[config.mk]
export PLATFORM = sky130hd
export DESIGN_NAME = seq_multiplier_param
export DESIGN_NICKNAME = d
export VERILOG_FILES = /design/src/rtl/mult_pkg.sv /design/src/rtl/mult_sign_fix.sv /design/src/rtl/seq_multiplier_param.sv
export SDC_FILE = /design/constraint.sdc
export NUM_CORES = 1
export LEC_CHECK = 0
export ABC_AREA = 1
export BUFFER_PORTS_ARGS = -buffer_cell sky130_fd_sc_hd__clkbuf_2
export CORE_MARGIN = 3
export CORE_UTILIZATION = 40
export DETAILED_ROUTE_END_ITERATION = 7
export PLACE_DENSITY = 0.65
export SYNTH_ARGS = -nofsm -noshare
export SYNTH_HDL_FRONTEND = slang
export SYNTH_SLANG_ARGS = --single-unit
[constraint.sdc]
create_clock -name clk -period 4 [get_ports clk]
set_input_delay 0.8 -clock clk [delete_from_list [all_inputs] [get_ports clk]]
set_output_delay 0.8 -clock clk [all_outputs]
set_load 0.1 [all_outputs]
[src/rtl/mult_pkg.sv]
// Shared encodings for the sequential multiplier: operand modes, FSM states and the
// helper that decides whether an operand's magnitude must be taken.
package mult_pkg;

    localparam logic [1:0] MODE_UU = 2'b00;
    localparam logic [1:0] MODE_SU = 2'b01;
    localparam logic [1:0] MODE_SS = 2'b10;

    typedef enum logic [1:0] {
        IDLE = 2'd0,
        CALC = 2'd1,
        FIX  = 2'd2,
        DONE = 2'd3
    } state_e;

    // True when a value whose sign bit is val_msb must be negated to get its magnitude.
    function automatic logic abs_cond(input logic val_msb, input logic en);
        return val_msb & en;
    endfunction

endpackage

[src/rtl/mult_sign_fix.sv]
// Conditional two's-complement negate, used for operand magnitudes and the final product sign.
module mult_sign_fix #(
    parameter int WIDTH = 32
) (
    input  logic [WIDTH-1:0] val_i,
    input  logic             neg_i,
    output logic [WIDTH-1:0] res_o
);

    assign res_o = neg_i ? (~val_i + WIDTH'(1)) : val_i;

endmodule

[src/rtl/seq_multiplier_param.sv]
// Iterative radix-2 shift-add multiplier (u*u, s*u, s*s) with valid/ready handshakes.
// Optional MULT_EARLY_OUT_EN: skip zero operands and trailing zero multiplier bits.
module seq_multiplier_param
    import mult_pkg::*;
#(
    parameter int WIDTH = 32,
    parameter int CNT_W = $clog2(WIDTH + 1)
) (
    input  logic               clk,
    input  logic               rst_n,
    input  logic               in_valid,
    output logic               in_ready,
    input  logic [1:0]         mode,
    input  logic [WIDTH-1:0]   a,
    input  logic [WIDTH-1:0]   b,
    input  logic               abort,
    output logic               out_valid,
    input  logic               out_ready,
    output logic [2*WIDTH-1:0] out,
    output logic               busy
);

    state_e               state_q;
    logic [WIDTH-1:0]     mcand_q;
    logic [WIDTH-1:0]     mult_q;
    logic [WIDTH-1:0]     acc_q;
    logic [CNT_W-1:0]     cnt_q;
    logic                 neg_q;
    logic [2*WIDTH-1:0]   out_q;
    logic                 out_valid_q;

    logic                 a_neg_d;
    logic                 b_neg_d;
    logic                 neg_d;
    logic [WIDTH-1:0]     a_mag_d;
    logic [WIDTH-1:0]     b_mag_d;
    logic [WIDTH:0]       sum_d;
    logic                 last_d;
    logic [2*WIDTH-1:0]   res_d;

    assign a_neg_d = abs_cond(a[WIDTH-1], (mode == MODE_SU) || (mode == MODE_SS));
    assign b_neg_d = abs_cond(b[WIDTH-1], mode == MODE_SS);
    assign neg_d   = ((mode == MODE_SU) && a[WIDTH-1]) ||
                     ((mode == MODE_SS) && (a[WIDTH-1] ^ b[WIDTH-1]));

    mult_sign_fix #(.WIDTH(WIDTH)) u_a_mag (
        .val_i (a),
        .neg_i (a_neg_d),
        .res_o (a_mag_d)
    );

    mult_sign_fix #(.WIDTH(WIDTH)) u_b_mag (
        .val_i (b),
        .neg_i (b_neg_d),
        .res_o (b_mag_d)
    );

    mult_sign_fix #(.WIDTH(2*WIDTH)) u_res_sign (
        .val_i ({acc_q, mult_q}),
        .neg_i (neg_q),
        .res_o (res_d)
    );

    // The add is one bit wider than the accumulator so the carry survives the shift.
    assign sum_d  = {1'b0, acc_q} + (mult_q[0] ? {1'b0, mcand_q} : '0);
    assign last_d = (cnt_q == CNT_W'(WIDTH - 1));

`ifdef MULT_EARLY_OUT_EN
    logic [WIDTH-1:0]   rest_d;
    logic [2*WIDTH-1:0] jump_d;
    logic               early_d;
    logic               zero_op_d;

    // Unprocessed multiplier bits sit in mult_q[WIDTH-1-cnt:1]; shifting left drops the product bits above them.
    assign rest_d    = (mult_q >> 1) << (cnt_q + CNT_W'(1));
    assign early_d   = (rest_d == '0);
    assign jump_d    = {sum_d, mult_q[WIDTH-1:1]} >> (CNT_W'(WIDTH - 1) - cnt_q);
    assign zero_op_d = (a_mag_d == '0) || (b_mag_d == '0);
`endif

    always_ff @(posedge clk or negedge rst_n) begin
        if (!rst_n) begin
            state_q     <= IDLE;
            mcand_q     <= '0;
            mult_q      <= '0;
            acc_q       <= '0;
            cnt_q       <= '0;
            neg_q       <= 1'b0;
            out_q       <= '0;
            out_valid_q <= 1'b0;
        end else begin
            case (state_q)
                IDLE: begin
                    if (in_valid) begin
                        mcand_q <= a_mag_d;
                        mult_q  <= b_mag_d;
                        acc_q   <= '0;
                        cnt_q   <= '0;
                        neg_q   <= neg_d;
                        state_q <= CALC;
`ifdef MULT_EARLY_OUT_EN
                        if (zero_op_d) begin
                            mult_q  <= '0;
                            state_q <= FIX;
                        end
`endif
                    end
                end
                CALC: begin
                    if (abort) begin
                        state_q <= IDLE;
                    end else begin
                        acc_q  <= sum_d[WIDTH:1];
                        mult_q <= {sum_d[0], mult_q[WIDTH-1:1]};
                        cnt_q  <= cnt_q + CNT_W'(1);
                        if (last_d) begin
                            state_q <= FIX;
                        end
`ifdef MULT_EARLY_OUT_EN
                        else if (early_d) begin
                            acc_q   <= jump_d[2*WIDTH-1:WIDTH];
                            mult_q  <= jump_d[WIDTH-1:0];
                            state_q <= FIX;
                        end
`endif
                    end
                end
                FIX: begin
                    if (abort) begin
                        state_q <= IDLE;
                    end else begin
                        out_q       <= res_d;
                        out_valid_q <= 1'b1;
                        state_q     <= DONE;
                    end
                end
                DONE: begin
                    if (out_ready) begin
                        out_valid_q <= 1'b0;
                        state_q     <= IDLE;
                    end
                end
                default: state_q <= IDLE;
            endcase
        end
    end

    assign in_ready  = (state_q == IDLE);
    assign busy      = (state_q == CALC) || (state_q == FIX);
    assign out_valid = out_valid_q;
    assign out       = out_q;

endmodule
==> run_results.csv <==
group,metric,value,unit
layout,mostFrequentLayoutCell,"nand2_1",
clock_tree,postCtsHoldBufs,0,
placement,gp_congestion,0.948,
timing,max_freq,343,MHz
worst_setup_path,r2r_slack,1080,ps
layout,nets,2418,
die,core,32900,µm²
worst_setup_path,cp_common_cell,"nand2_1",
drt,via_per_inst,5.05,
timing,setup_ws,1080,ps
grt,grt_pass1_vias,13200,
clock_tree,cts_sinks,170,
synthesis,synth-main-ff-cell,"dfrtp_1",
clock_tree,h-tree-depth,4,
timing,final-hold-violation-count,0,
flow_run,cap_violations,0,
clock_tree,root_buffer,"clkbuf_16",
clock_tree,cts_tree,"yes",
synthesis,yosysSeqAreaShare,0.314,
die,dieArea,36100,µm²
timing,setup_tns,0,ps
clock_tree,cts_buffers,17,
layout,antennaDiodeCount,0,
grt,antenna_found_initial,0,
clock_tree,path_clk_slew,80,ps
worst_setup_path,cp-endpoint,"acc_q[29]$_DFFE_PN0P_",
hold_path,hold_class,"in2async",
placement,io_buffers,137,
die,die_y,190,µm
layout,fill_cells,3555,
synthesis,synth_top_cell_by_area,"dfrtp_1",
worst_setup_path,cp_max_fo,34,
clock_tree,clk_latency,440,ps
synthesis,syn_area,13500,µm²
synthesis,ys_warn_count,0,
pwr,power_density,886,nW/µm²
worst_setup_path,crit_type,"reg2reg",
grt,grt_overflow_total,0,
worst_setup_path,cp.depth,17,
timing,setup_viol,0,
synthesis,synth.distinct_cells,48,
grt,grt_max_degree,92,
synthesis,synth_area_leaders,"dfrtp_1, nand2_1, nor2_1",
timing,worst_slew_pin_slew,1010,ps
pwr,ir_drop,0.602,mV
drt,drt-total-wl,43.0,mm
worst_setup_path,path_cells,"nand2_1 -> inv_1 -> ha_1 -> inv_1 -> fa_1 -> inv_1 -> nand3_1 -> nand3_1 -> nand2_1 -> nand2_1 -> nand2_1 -> nand2_1 -> nand2_1 -> nand2_1 -> nand2_1 -> nand3_1 -> nand2_1",
worst_setup_path,reg2reg_from,"mult_q[0]$_DFFE_PN0P_",
synthesis,syn_nets,2307,
worst_setup_path,crit_buf_inv,3,
worst_setup_path,worstPathArrival,3240,ps
synthesis,synthCells,2193,
timing,skew,14.5,ps
drt,drtIter0Drc,1204,
placement,place_hpwl,34.1,mm
timing,timing.final.crit_share,0.730,
worst_setup_path,crit_start,"mult_q[0]$_DFFE_PN0P_",
synthesis,yosysTopAreaCellShare,0.314,
timing,period_needed,2920,ps
placement,pre_cts_ws,1090,ps
synthesis,synth.avg_cell_area,6.17,µm²
synthesis,ys_async_sr_fraction,1.00,
outcome,status,"finished clean",
drt,drc,0,
worst_setup_path,r2r_end,"acc_q[29]$_DFFE_PN0P_",
worst_setup_path,critPathRequiredTime,4320,ps
die,std_cell_rows,66,
worst_setup_path,r2r_cells,17,
die,pin_count,138,
timing,rsz0062_at_grt,"no",
timing,max_slew_margin,0.323,
worst_setup_path,critPathTopFamily,"simple AND/OR/NAND/NOR gates",
clock_tree,cts_resized,0,
die,start_util,0.411,
layout,drive_above_1_share,0.104,
drt,vias,13900,
timing,slew_viol_final,0,
layout,syn2layout_area_growth,12.3,%
clock_tree,post_cts_buffers,0,
grt,grtUsageTotal,0.240,
die,dieWidth,190,µm
drt,dr.pass1.iters,6,
layout,final_cell_mix,"nand2_1, nor2_1, inv_1, dfrtp_1, nand3_1",
worst_setup_path,critical-path-max-stage-delay,960,ps
layout,fin_util,0.461,
worst_setup_path,critPathSlowestCell,"dfrtp_1",
worst_setup_path,start_kind,"register",
grt,grt_pass1_wl,69.1,mm
clock_tree,clk_path_buf_depth,2,
synthesis,ys_ff_latch,170,
pwr,cellLeakagePower,0.00820,µW
drt,ant_nets,0,
worst_setup_path,endpoint_kind,"register",
synthesis,synth_edf_count,0,
drt,routedWlPerCell,15.6,µm
==> synth_stat cells, types with 3 or more instances <==
cell type	number
nor3_1	15
inv_1	257
buf_4	3
nand4_1	33
o21bai_1	5
buf_2	17
or2_0	4
ha_1	42
buf_1	7
a31oi_1	9
o21ai_4	4
xor2_1	32
nand2_4	6
o211ai_1	13
nor2_4	8
nand2_1	815
o21ai_1	8
clkbuf_1	28
xnor2_1	11
dfrtp_1	170
nand3_1	159
nand2_2	15
nand3b_1	10
o21ai_0	124
nor4_1	4
o22ai_1	4
nand3_2	6
nor2_2	14
nor2_1	266
a21oi_1	76
inv_2	4
==> cell type report <==
cell class	instances	area, µm²	area share
Inverter	264	992	0.0653
Multi-Input combinational cell	1702	8050	0.529
Clock inverter	12	141	0.00930
Timing Repair Buffer	149	782	0.0514
Sequential cell	170	4260	0.280
Tap cell	442	553	0.0364
Clock buffer	19	433	0.0285
==> kinds of logic (layout without fill, tap and decap cells) <==
kind of cell               count (synthesis)  after routing  synth area share
AOI/OAI and AO/OA                        253            253             0.104
xor gates and xnor gates                  43             43            0.0278
adders and majority gates                 43             43            0.0403
buffers and inverters                    321            444            0.0921
DFF                                      170            170             0.314
and+or+nand+nor                         1363           1363             0.422
==> routing by layer <==
layer  part of all wire  vias up  GRT usage
li1                   -     7173          -
met1               0.50     6253      0.363
met2               0.41      465      0.354
met3              0.076       49     0.0402
met4              0.019        0     0.0594
met5                  0        -          0
==> through the flow <==
stage                     cell area (µm²)  std cells  hold WS [ps]  total power (µW)
after global placement              14600       2727           464             11600
after global routing                15200       2758           491             14500
final                               15200       2758           425             13500
after CTS                           15200       2758           483             13500
after floorplan                     13500       2193           449              9760
after detailed placement            14600       2727           465             11700
==> where the power goes <==
group	internal, µW	switching (µW)
sequential	2520	950
clock	929	744
combinational	2030	6290
==> sequential cells by signal (all words and copies together) (netlist names) <==
| name | cells |
|---|---|
| out | 64 |
| acc_q | 32 |
| mcand_q | 32 |
| mult_q | 32 |
| cnt_q | 6 |
| state_q | 2 |
| neg_q | 1 |
| out_valid | 1 |
==> worst min-delay path by stage <==
stage	startpoint	to	slack [ps]	depth (start not counted)
6_report	rst_n	out_valid$_DFFE_PN0P_	420	1
3_3_place_gp	out[55]$_DFFE_PN0P_	out[55]$_DFFE_PN0P_	460	2
4_1_cts	out[56]$_DFFE_PN0P_	out[56]$_DFFE_PN0P_	480	2
5_1_grt	rst_n	state_q[1]$_DFFE_PN0P_	490	1
3_5_place_dp	out[56]$_DFFE_PN0P_	out[56]$_DFFE_PN0P_	470	2
2_1_floorplan	mcand_q[26]$_DFFE_PN0P_	mcand_q[26]$_DFFE_PN0P_	450	2
Note: power is estimated with default switching activity, not from simulation.
